$ cat src/rtl/masked_circle_engine.sv
// masked_circle_engine: midpoint circle rasteriser with per-octant masking and screen clipping.
// Ports: clk/rst (sync, active-high); start + centre_x/centre_y/radius/octant_mask/colour request
//   a draw, latched in IDLE; done is held until start drops; vga_x/vga_y/vga_colour/vga_plot
//   feed the downstream VGA adaptor, one registered pixel slot per clock, no back-pressure.
module masked_circle_engine #(
  parameter int SCREEN_W = 160,
  parameter int SCREEN_H = 120,
  parameter int XW       = 8,
  parameter int YW       = 7,
  parameter int RW       = 8,
  parameter int COLW     = 3
) (
  input  logic            clk,
  input  logic            rst,
  input  logic            start,
  input  logic [XW-1:0]   centre_x,
  input  logic [YW-1:0]   centre_y,
  input  logic [RW-1:0]   radius,
  input  logic [7:0]      octant_mask,
  input  logic [COLW-1:0] colour,
  output logic            done,
  output logic [XW-1:0]   vga_x,
  output logic [YW-1:0]   vga_y,
  output logic [COLW-1:0] vga_colour,
  output logic            vga_plot
);

  // Two guard bits: one for sign, one so cx+r cannot overflow.
  localparam int MXY = (XW > YW) ? XW : YW;
  localparam int AW  = ((MXY > RW) ? MXY : RW) + 2;

  localparam logic signed [AW-1:0] ZERO_S = '0;
  localparam logic signed [AW-1:0] ONE_S  = AW'(1);
  localparam logic signed [AW-1:0] W_LIM  = AW'(SCREEN_W);
  localparam logic signed [AW-1:0] H_LIM  = AW'(SCREEN_H);

  typedef enum logic [2:0] {IDLE, INIT, PLOT, STEP, DONE} state_t;

  state_t                 state_q, state_d;
  logic [XW-1:0]          cx_q, cx_d;
  logic [YW-1:0]          cy_q, cy_d;
  logic [RW-1:0]          r_q, r_d;
  logic [7:0]             mask_q, mask_d;
  logic [COLW-1:0]        col_q, col_d;
  logic signed [AW-1:0]   ox_q, ox_d, oy_q, oy_d, crit_q, crit_d;
  logic [2:0]             slot_q, slot_d;
  logic                   plot_q, plot_d, done_q, done_d;
  logic [XW-1:0]          x_q, x_d;
  logic [YW-1:0]          y_q, y_d;
  logic [COLW-1:0]        vcol_q, vcol_d;

  logic signed [AW-1:0]   cx_s, cy_s, rad_s, px, py, ox_n, oy_n;

  assign cx_s  = $signed({{(AW-XW){1'b0}}, cx_q});
  assign cy_s  = $signed({{(AW-YW){1'b0}}, cy_q});
  assign rad_s = $signed({{(AW-RW){1'b0}}, r_q});

  // Slot -> octant coordinate, signed so off-screen values are clipped, not wrapped.
  always_comb begin
    px = cx_s;
    py = cy_s;
    unique case (slot_q)
      3'd0: begin px = cx_s + ox_q; py = cy_s + oy_q; end
      3'd1: begin px = cx_s + oy_q; py = cy_s + ox_q; end
      3'd2: begin px = cx_s - ox_q; py = cy_s + oy_q; end
      3'd3: begin px = cx_s - oy_q; py = cy_s + ox_q; end
      3'd4: begin px = cx_s - ox_q; py = cy_s - oy_q; end
      3'd5: begin px = cx_s - oy_q; py = cy_s - ox_q; end
      3'd6: begin px = cx_s + ox_q; py = cy_s - oy_q; end
      default: begin px = cx_s + oy_q; py = cy_s - ox_q; end
    endcase
  end

  always_comb begin
    state_d = state_q;
    cx_d    = cx_q;
    cy_d    = cy_q;
    r_d     = r_q;
    mask_d  = mask_q;
    col_d   = col_q;
    ox_d    = ox_q;
    oy_d    = oy_q;
    crit_d  = crit_q;
    slot_d  = slot_q;
    plot_d  = 1'b0;
    x_d     = x_q;
    y_d     = y_q;
    vcol_d  = vcol_q;
    oy_n    = oy_q + ONE_S;
    ox_n    = (crit_q <= ZERO_S) ? ox_q : ox_q - ONE_S;
    // done lags the DONE state by one register stage.
    done_d  = (state_q == DONE);

    unique case (state_q)
      IDLE: begin
        if (start) begin
          cx_d    = centre_x;
          cy_d    = centre_y;
          r_d     = radius;
          mask_d  = octant_mask;
          col_d   = colour;
          state_d = INIT;
        end
      end
      INIT: begin
        ox_d    = rad_s;
        oy_d    = ZERO_S;
        crit_d  = ONE_S - rad_s;
        slot_d  = 3'd0;
        state_d = PLOT;
      end
      PLOT: begin
        // Masked/clipped slots still take their cycle: latency is data-independent.
        plot_d = mask_q[slot_q] && (px >= ZERO_S) && (px < W_LIM) &&
                 (py >= ZERO_S) && (py < H_LIM);
        x_d    = px[XW-1:0];
        y_d    = py[YW-1:0];
        vcol_d = col_q;
        slot_d = slot_q + 3'd1;
        if (slot_q == 3'd7) state_d = STEP;
      end
      STEP: begin
        oy_d = oy_n;
        ox_d = ox_n;
        if (crit_q <= ZERO_S) crit_d = crit_q + (oy_n <<< 1) + ONE_S;
        else                  crit_d = crit_q + ((oy_n - ox_n) <<< 1) + ONE_S;
        slot_d  = 3'd0;
        state_d = (oy_n <= ox_n) ? PLOT : DONE;
      end
      default: begin
        if (!start) state_d = IDLE;
      end
    endcase
  end

  always_ff @(posedge clk) begin
    if (rst) begin
      state_q <= IDLE;
      cx_q    <= '0;
      cy_q    <= '0;
      r_q     <= '0;
      mask_q  <= '0;
      col_q   <= '0;
      ox_q    <= '0;
      oy_q    <= '0;
      crit_q  <= '0;
      slot_q  <= '0;
      plot_q  <= 1'b0;
      done_q  <= 1'b0;
      x_q     <= '0;
      y_q     <= '0;
      vcol_q  <= '0;
    end else begin
      state_q <= state_d;
      cx_q    <= cx_d;
      cy_q    <= cy_d;
      r_q     <= r_d;
      mask_q  <= mask_d;
      col_q   <= col_d;
      ox_q    <= ox_d;
      oy_q    <= oy_d;
      crit_q  <= crit_d;
      slot_q  <= slot_d;
      plot_q  <= plot_d;
      done_q  <= done_d;
      x_q     <= x_d;
      y_q     <= y_d;
      vcol_q  <= vcol_d;
    end
  end

  assign done       = done_q;
  assign vga_plot   = plot_q;
  assign vga_x      = x_q;
  assign vga_y      = y_q;
  assign vga_colour = vcol_q;

endmodule

$ cat config.mk
export PLATFORM = sky130hd
export DESIGN_NAME = masked_circle_engine
export DESIGN_NICKNAME = d
export VERILOG_FILES = /design/src/rtl/masked_circle_engine.sv
export SDC_FILE = /design/constraint.sdc
export NUM_CORES = 1
export LEC_CHECK = 0
export CORE_MARGIN = 5
export CORE_UTILIZATION = 55
export DETAILED_ROUTE_END_ITERATION = 10
export GPL_ROUTABILITY_DRIVEN = 0
export PLACE_DENSITY = 0.76
export SYNTH_ARGS = -nofsm -noshare
export SYNTH_HDL_FRONTEND = slang
export SYNTH_SLANG_ARGS = --single-unit
export TNS_END_PERCENT = 50
$ cat constraint.sdc
create_clock -name clk -period 12 [get_ports clk]
set_clock_uncertainty 0.05 [all_clocks]
set_input_delay 1.8 -clock clk [delete_from_list [all_inputs] [get_ports clk]]
set_output_delay 1.8 -clock clk [all_outputs]
set_load 0.02 [all_outputs]
==> results of run 1 <==
-- final cells by class --
cell class	count	area, µm²
clock inverter	6	71.3
multi-input combinational	756	4770
timing repair buffer	63	608
fill	1177	4680
clock buffer	10	239
sequential	90	1800
tap	172	215
inverter	34	128
-- worst min-delay path by stage --
| stage | start | endpoint | cells past startpoint | slack (ps) |
|---|---|---|---|---|
| 2_1_floorplan | col_q[0] | vga_colour[0] | 2 | 380 |
| 3_3_place_gp | col_q[1] | vga_colour[1] | 2 | 390 |
| 3_5_place_dp | col_q[1] | vga_colour[1] | 2 | 390 |
| 4_1_cts | col_q[1] | vga_colour[1] | 2 | 400 |
| 5_1_grt | vga_x[7] | vga_x[7] | 2 | 420 |
| 6_report | col_q[0] | vga_colour[0] | 2 | 400 |
-- routing by layer --
layer,wire length (µm),global-route usage,part of all wire,vias to the layer above
li1,-,-,-,3376
met1,8750,0.368,0.47,3190
met2,7930,0.365,0.42,272
met3,1530,0.0488,0.082,39
met4,464,0.0952,0.025,0
met5,0,0,0,-
-- cells by family (layout without fill, tap and decap cells) --
kind of cell / after synthesis / after routing
compound gates: 278 / 278
buf+inv: 93 / 113
mux: 14 / 14
xor+xnor: 56 / 56
fa+ha+maj: 56 / 56
flops: 90 / 90
simple gates: 352 / 352
-- placed cells by master, fill, tap and decap left out, drive strengths merged, types with 7 or more instances in the layout --
master	count
a22oi	10
mux2i	7
xnor2	32
nand3	19
o41ai	7
inv	36
clkdlybuf4s50	55
nor2	106
nor3	28
ha	51
nand2	152
o21ai	48
o31ai	9
xor2	23
a21o	11
a211oi	26
buf	8
clkbuf	10
a21oi	109
dfxtp	90
nor2b	10
-- state kept, by name, summed over array words and instances, names as in the netlist, 7 cells and up --
signal / count
mask_q: 8
vga_x: 8
r_q: 8
vga_y: 7
crit_q: 10
oy_q: 10
cx_q: 8
cy_q: 7
ox_q: 10
-- power by group --
| part | leakage, nW | switching (mW) | internal, mW | total, mW |
|---|---|---|---|---|
| sequential | 0.733 | 0.0199 | 0.315 | 0.335 |
| combinational | 2.17 | 0.219 | 0.154 | 0.373 |
| clock | 0.146 | 0.128 | 0.169 | 0.297 |
-- metrics by stage --
stage	setup WS [ps]	power, mW
final	7120	1.00
after global routing	6750	1.07
after CTS	7260	1.00
after detailed placement	7280	0.706
after global placement	7420	0.703
after floorplan	8150	0.619
-- critical path, cell delays in order (launching register included) --
cell       delay, ps
dfxtp_1         1040
inv_1            370
ha_1             350
nor2_1           530
o32ai_1          160
a21oi_1          160
ha_1             270
nor2b_1          170
o31ai_1          360
a21oi_1          180
a2111oi_0        390
mux2i_1          130
o32ai_1          400
o2111a_1         260
==> flow_metrics.py, run 1 <==
metrics = {
    "status": {
        "status": "completed",
    },
    "worst_hold_path": {
        "hold_path.class": "reg -> reg",
    },
    "timing": {
        "min_period_ps": 4880,
        "fmax_mhz": 205,
        "whs_ps": 403,
        "slew_headroom": 0.220,
        "worstMarginPinSlew_ps": 1160,
        "hold_viol_final": 0,
        "finalSetupTns_ps": 0,
        "fin_crit_sh": 0.406,
        "setup_viol": 0,
        "rsz0062_at_grt": "no",
        "finalMaxSlewViolations": 0,
    },
    "pwr": {
        "power_density_nw_per_um2": 128,
        "power_leakage_nw": 3.05,
        "irDropWorstVdd_mv": 0.0947,
    },
    "yosys": {
        "synth_edf_count": 0,
        "syn-num-nets": 1032,
        "synthMuxAreaShare": 0.0278,
        "yosysSeqAreaShare": 0.258,
        "netlist_area_um2": 6990,
        "synth_top_family_by_area": "compound AO/OA/AOI/OAI gates",
        "syn_inst": 939,
        "synthAdderAreaFrac": 0.106,
        "ys_top_cells_by_area": "dfxtp_1 26%, ha_1 9.1%, nand2_1 8.2%, a21oi_1 7.8%, nor2_1 5.7%",
        "synth_ff_type": "dfxtp_1",
        "synth_xor_area_frac": 0.0722,
        "synth-compound-area-share": 0.253,
        "synth_common_cells": "152 x nand2_1, 109 x a21oi_1, 106 x nor2_1",
        "yosys.area_share.simple": 0.223,
        "yosysTopAreaCell": "dfxtp_1",
        "synth_warnings": 0,
        "avgSynthCellArea_um2": 7.44,
        "ys_async_sr_fraction": 0,
        "synth_top_area_frac": 0.258,
        "synth_seq_cells": 90,
        "synth_cell_types": 76,
        "synth.most_common_cell": "nand2_1",
    },
    "cells_and_area": {
        "drive_gt1_frac": 0.0480,
        "antenna_cells": 0,
        "fin_nets": 1047,
        "fin_area_um2": 7830,
        "instances_no_fill": 1131,
        "fin_util": 0.626,
        "area_growth_pct": 12.1,
    },
    "placement": {
        "dp.cells": 1115,
        "placed_cell_area_um2": 7520,
        "dpl.hpwl_um": 13900,
        "io_buffers": 56,
    },
    "setup_path": {
        "path_class": "reg -> reg",
        "crit_path_end": "vga_plot",
        "cp.required_ps": 12240,
        "path_max_fanout": 32,
        "rr_startpoint": "slot_q[2]",
        "crit_start": "slot_q[2]",
        "cp-start-kind": "flip-flop",
        "rr_endpoint": "vga_plot",
        "crit_arrival_ps": 5120,
        "r2r_setup_slack_ps": 7120,
        "rr_worst_depth": 13,
        "end_kind": "flip-flop",
    },
    "cts": {
        "clock-sinks": 90,
        "hold_buffers": 0,
        "clk_pin_slew_worst_paths_ps": 70,
        "cts_resized": 0,
        "clk_latency_ps": 350,
        "clockBufferDepth": 2,
        "ctsHtreeMaxLevel": 3,
        "cts_tree": "yes",
        "cts_root_buf": "clkbuf_16",
        "numCtsBuffers": 9,
        "post_cts_buffers": 0,
    },
    "route": {
        "ant_nets": 0,
        "routedWlPerCell_um": 16.5,
        "dr.pass1.iters": 6,
        "routed_wl_um": 18700,
        "drcViolationCount": 0,
        "viasPerCell": 6.08,
        "vias": 6877,
        "drt_iter0_markers": 682,
    },
    "global_route": {
        "grt_pass1_wl_um": 30100,
        "antenna_found_initial": 0,
        "grt_pass1_vias": 5977,
        "grt.total_usage": 0.252,
        "grt_max_degree": 92,
        "grt-ovfl-total": 0,
    },
    "run": {
        "max_cap_violations": 0,
    },
    "floorplanning": {
        "start_util": 0.558,
        "die_w_um": 123,
        "die_h_um": 123,
        "rows": 41,
        "dieArea_um2": 15100,
        "core_area_um2": 12500,
        "io_pins": 57,
    },
}
(Power assumes the default switching activity.)
==> run 2, diff against run 1 <==
==> constraint.sdc (replaced) <==
create_clock -name clk -period 4.69 [get_ports clk]
set_clock_uncertainty 0.05 [all_clocks]
set_input_delay 0.7035 -clock clk [delete_from_list [all_inputs] [get_ports clk]]
set_output_delay 0.7035 -clock clk [all_outputs]
set_load 0.02 [all_outputs]
==> flow_metrics.py, run 2 (synthesized netlist as in run 1, its figures left out) <==
metrics = {
    "cells_and_area": {
        "antenna_cells": 0,
        "fin_area_um2": 7880,
        "final_cell_mix": "152 x nand2_1, 109 x a21oi_1, 106 x nor2_1",
        "fin_nets": 1053,
        "final_common_cell": "nand2_1",
        "drive_gt1_frac": 0.0549,
        "instances_no_fill": 1137,
        "reg_top3": "crit_q x10, ox_q x10, oy_q x10",
        "fin_util": 0.630,
        "area_growth_pct": 12.8,
    },
    "pwr": {
        "power.internal_mw": 1.63,
        "seq_power_share": 0.332,
        "irDropWorstVdd_mv": 0.218,
        "p_comb_frac": 0.372,
        "power.total_mw": 2.57,
        "power_density_nw_per_um2": 327,
        "p_sw_mw": 0.949,
        "power_leakage_nw": 3.08,
        "clock_power_share": 0.296,
        "sw_frac_of_total": 0.369,
    },
    "placement": {
        "dpl.hpwl_um": 14200,
        "dp.cells": 1121,
        "placed_cell_area_um2": 7570,
        "io_buffers": 56,
        "dp_worst_setup_slack_ps": 459,
    },
    "floorplanning": {
        "core_area_um2": 12500,
        "dieArea_um2": 15100,
        "io_pins": 57,
        "start_util": 0.558,
        "die_h_um": 123,
        "rows": 41,
        "die_w_um": 123,
    },
    "timing": {
        "fin_crit_sh": 0.912,
        "rsz0062_at_grt": "no",
        "min_period_ps": 4280,
        "setup_viol": 0,
        "finalSetupTns_ps": 0,
        "whs_ps": 404,
        "finalMaxSlewViolations": 0,
        "slew_headroom": 0.239,
        "fmax_mhz": 234,
        "worstMarginPinSlew_ps": 1140,
        "hold_viol_final": 0,
        "worst_slack_ps": 411,
    },
    "global_route": {
        "antenna_found_initial": 0,
        "grt_pass1_wl_um": 31200,
        "grt.total_usage": 0.259,
        "grt-ovfl-total": 0,
        "grt_max_degree": 55,
        "grt_pass1_vias": 6248,
    },
    "cts": {
        "hold_buffers": 0,
        "post_cts_buffers": 0,
        "cts_tree": "yes",
        "clockBufferDepth": 2,
        "cts_root_buf": "clkbuf_16",
        "ctsHtreeMaxLevel": 3,
        "clock-sinks": 90,
        "clk_latency_ps": 350,
        "cts_resized": 0,
        "numCtsBuffers": 9,
        "clk_pin_slew_worst_paths_ps": 70,
    },
    "setup_path": {
        "cp-start-kind": "flip-flop",
        "path_max_fanout": 10,
        "crit_arrival_ps": 4520,
        "cp.required_ps": 4930,
        "crit_path_top_delay_cell": "or3b_1",
        "r2r_setup_slack_ps": 410,
        "path_class": "reg -> reg",
        "end_kind": "flip-flop",
        "cpPeakStageDelay_ps": 560,
        "crit_path_cell_trace": "inv_1 -> ha_1 -> or3b_1 -> nor3_1 -> o31a_1 -> o21ai_0 -> a21oi_1 -> a21oi_1 -> a2bb2oi_1 -> ha_1 -> o21ai_0 -> a21boi_0 -> o41ai_1 -> or4_1 -> a211oi_1 -> o2111a_1",
    },
    "route": {
        "ant_nets": 0,
        "drcViolationCount": 0,
        "routedWlPerCell_um": 16.6,
        "vias": 6716,
        "routed_wl_um": 18800,
        "viasPerCell": 5.91,
        "drt_iter0_markers": 571,
        "dr.pass1.iters": 6,
    },
    "status": {
        "status": "completed",
    },
    "worst_hold_path": {
        "hold_path.class": "reg -> reg",
    },
    "run": {
        "max_cap_violations": 0,
    },
}
## run 2: changes by cell type in the layout (fill, tap and decap cells not counted), sizes merged
cell,previous run,this run
clkinvlp,2,1
clkbuf,10,9
buf,8,14
clkinv,1,2
inv,36,37
## run 2: layout make-up
cell class / count / area, µm²
clock buffer: 9 / 225
clock inverter: 7 / 86.3
fill: 1174 / 4640
inverter: 34 / 128
multi-input combinational: 756 / 4770
sequential: 90 / 1800
tap: 172 / 215
timing repair buffer: 69 / 653
## run 2: final timing paths
check	startpoint	endpoint	cells after the start
hold / removal	vga_x[0]	vga_x[0]	2
setup reg to reg	ox_q[0]	vga_plot	16
hold reg to reg	vga_x[0]	vga_x[0]	2
setup / recovery	ox_q[0]	vga_plot	16
## run 2: power groups by stage
| stage | Combinational [mW] | Clock [mW] | Sequential (mW) |
|---|---|---|---|
| global route | 1.07 | 0.805 | 0.862 |
| detailed placement | 0.933 | 0 | 0.872 |
| finish | 0.957 | 0.761 | 0.856 |
| global placement | 0.930 | 0 | 0.871 |
| CTS | 0.943 | 0.774 | 0.854 |
| floorplan | 0.726 | 0 | 0.858 |
## run 2: worst max-delay path: cells and delay by family (launching register included)
kind | cells | cell delay, ps
compound gates | 10 | 1540
simple gates | 3 | 1470
fa+ha+maj | 2 | 610
flops | 1 | 350
buf+inv | 1 | 170
## run 2: metal layers
layer | vias up | track usage | share of wire
li1 | 3385 | - | -
met2 | 253 | 0.389 | 0.43
met1 | 3048 | 0.382 | 0.47
met4 | 0 | 0.0791 | 0.019
met5 | - | 0 | 0
met3 | 30 | 0.0396 | 0.075
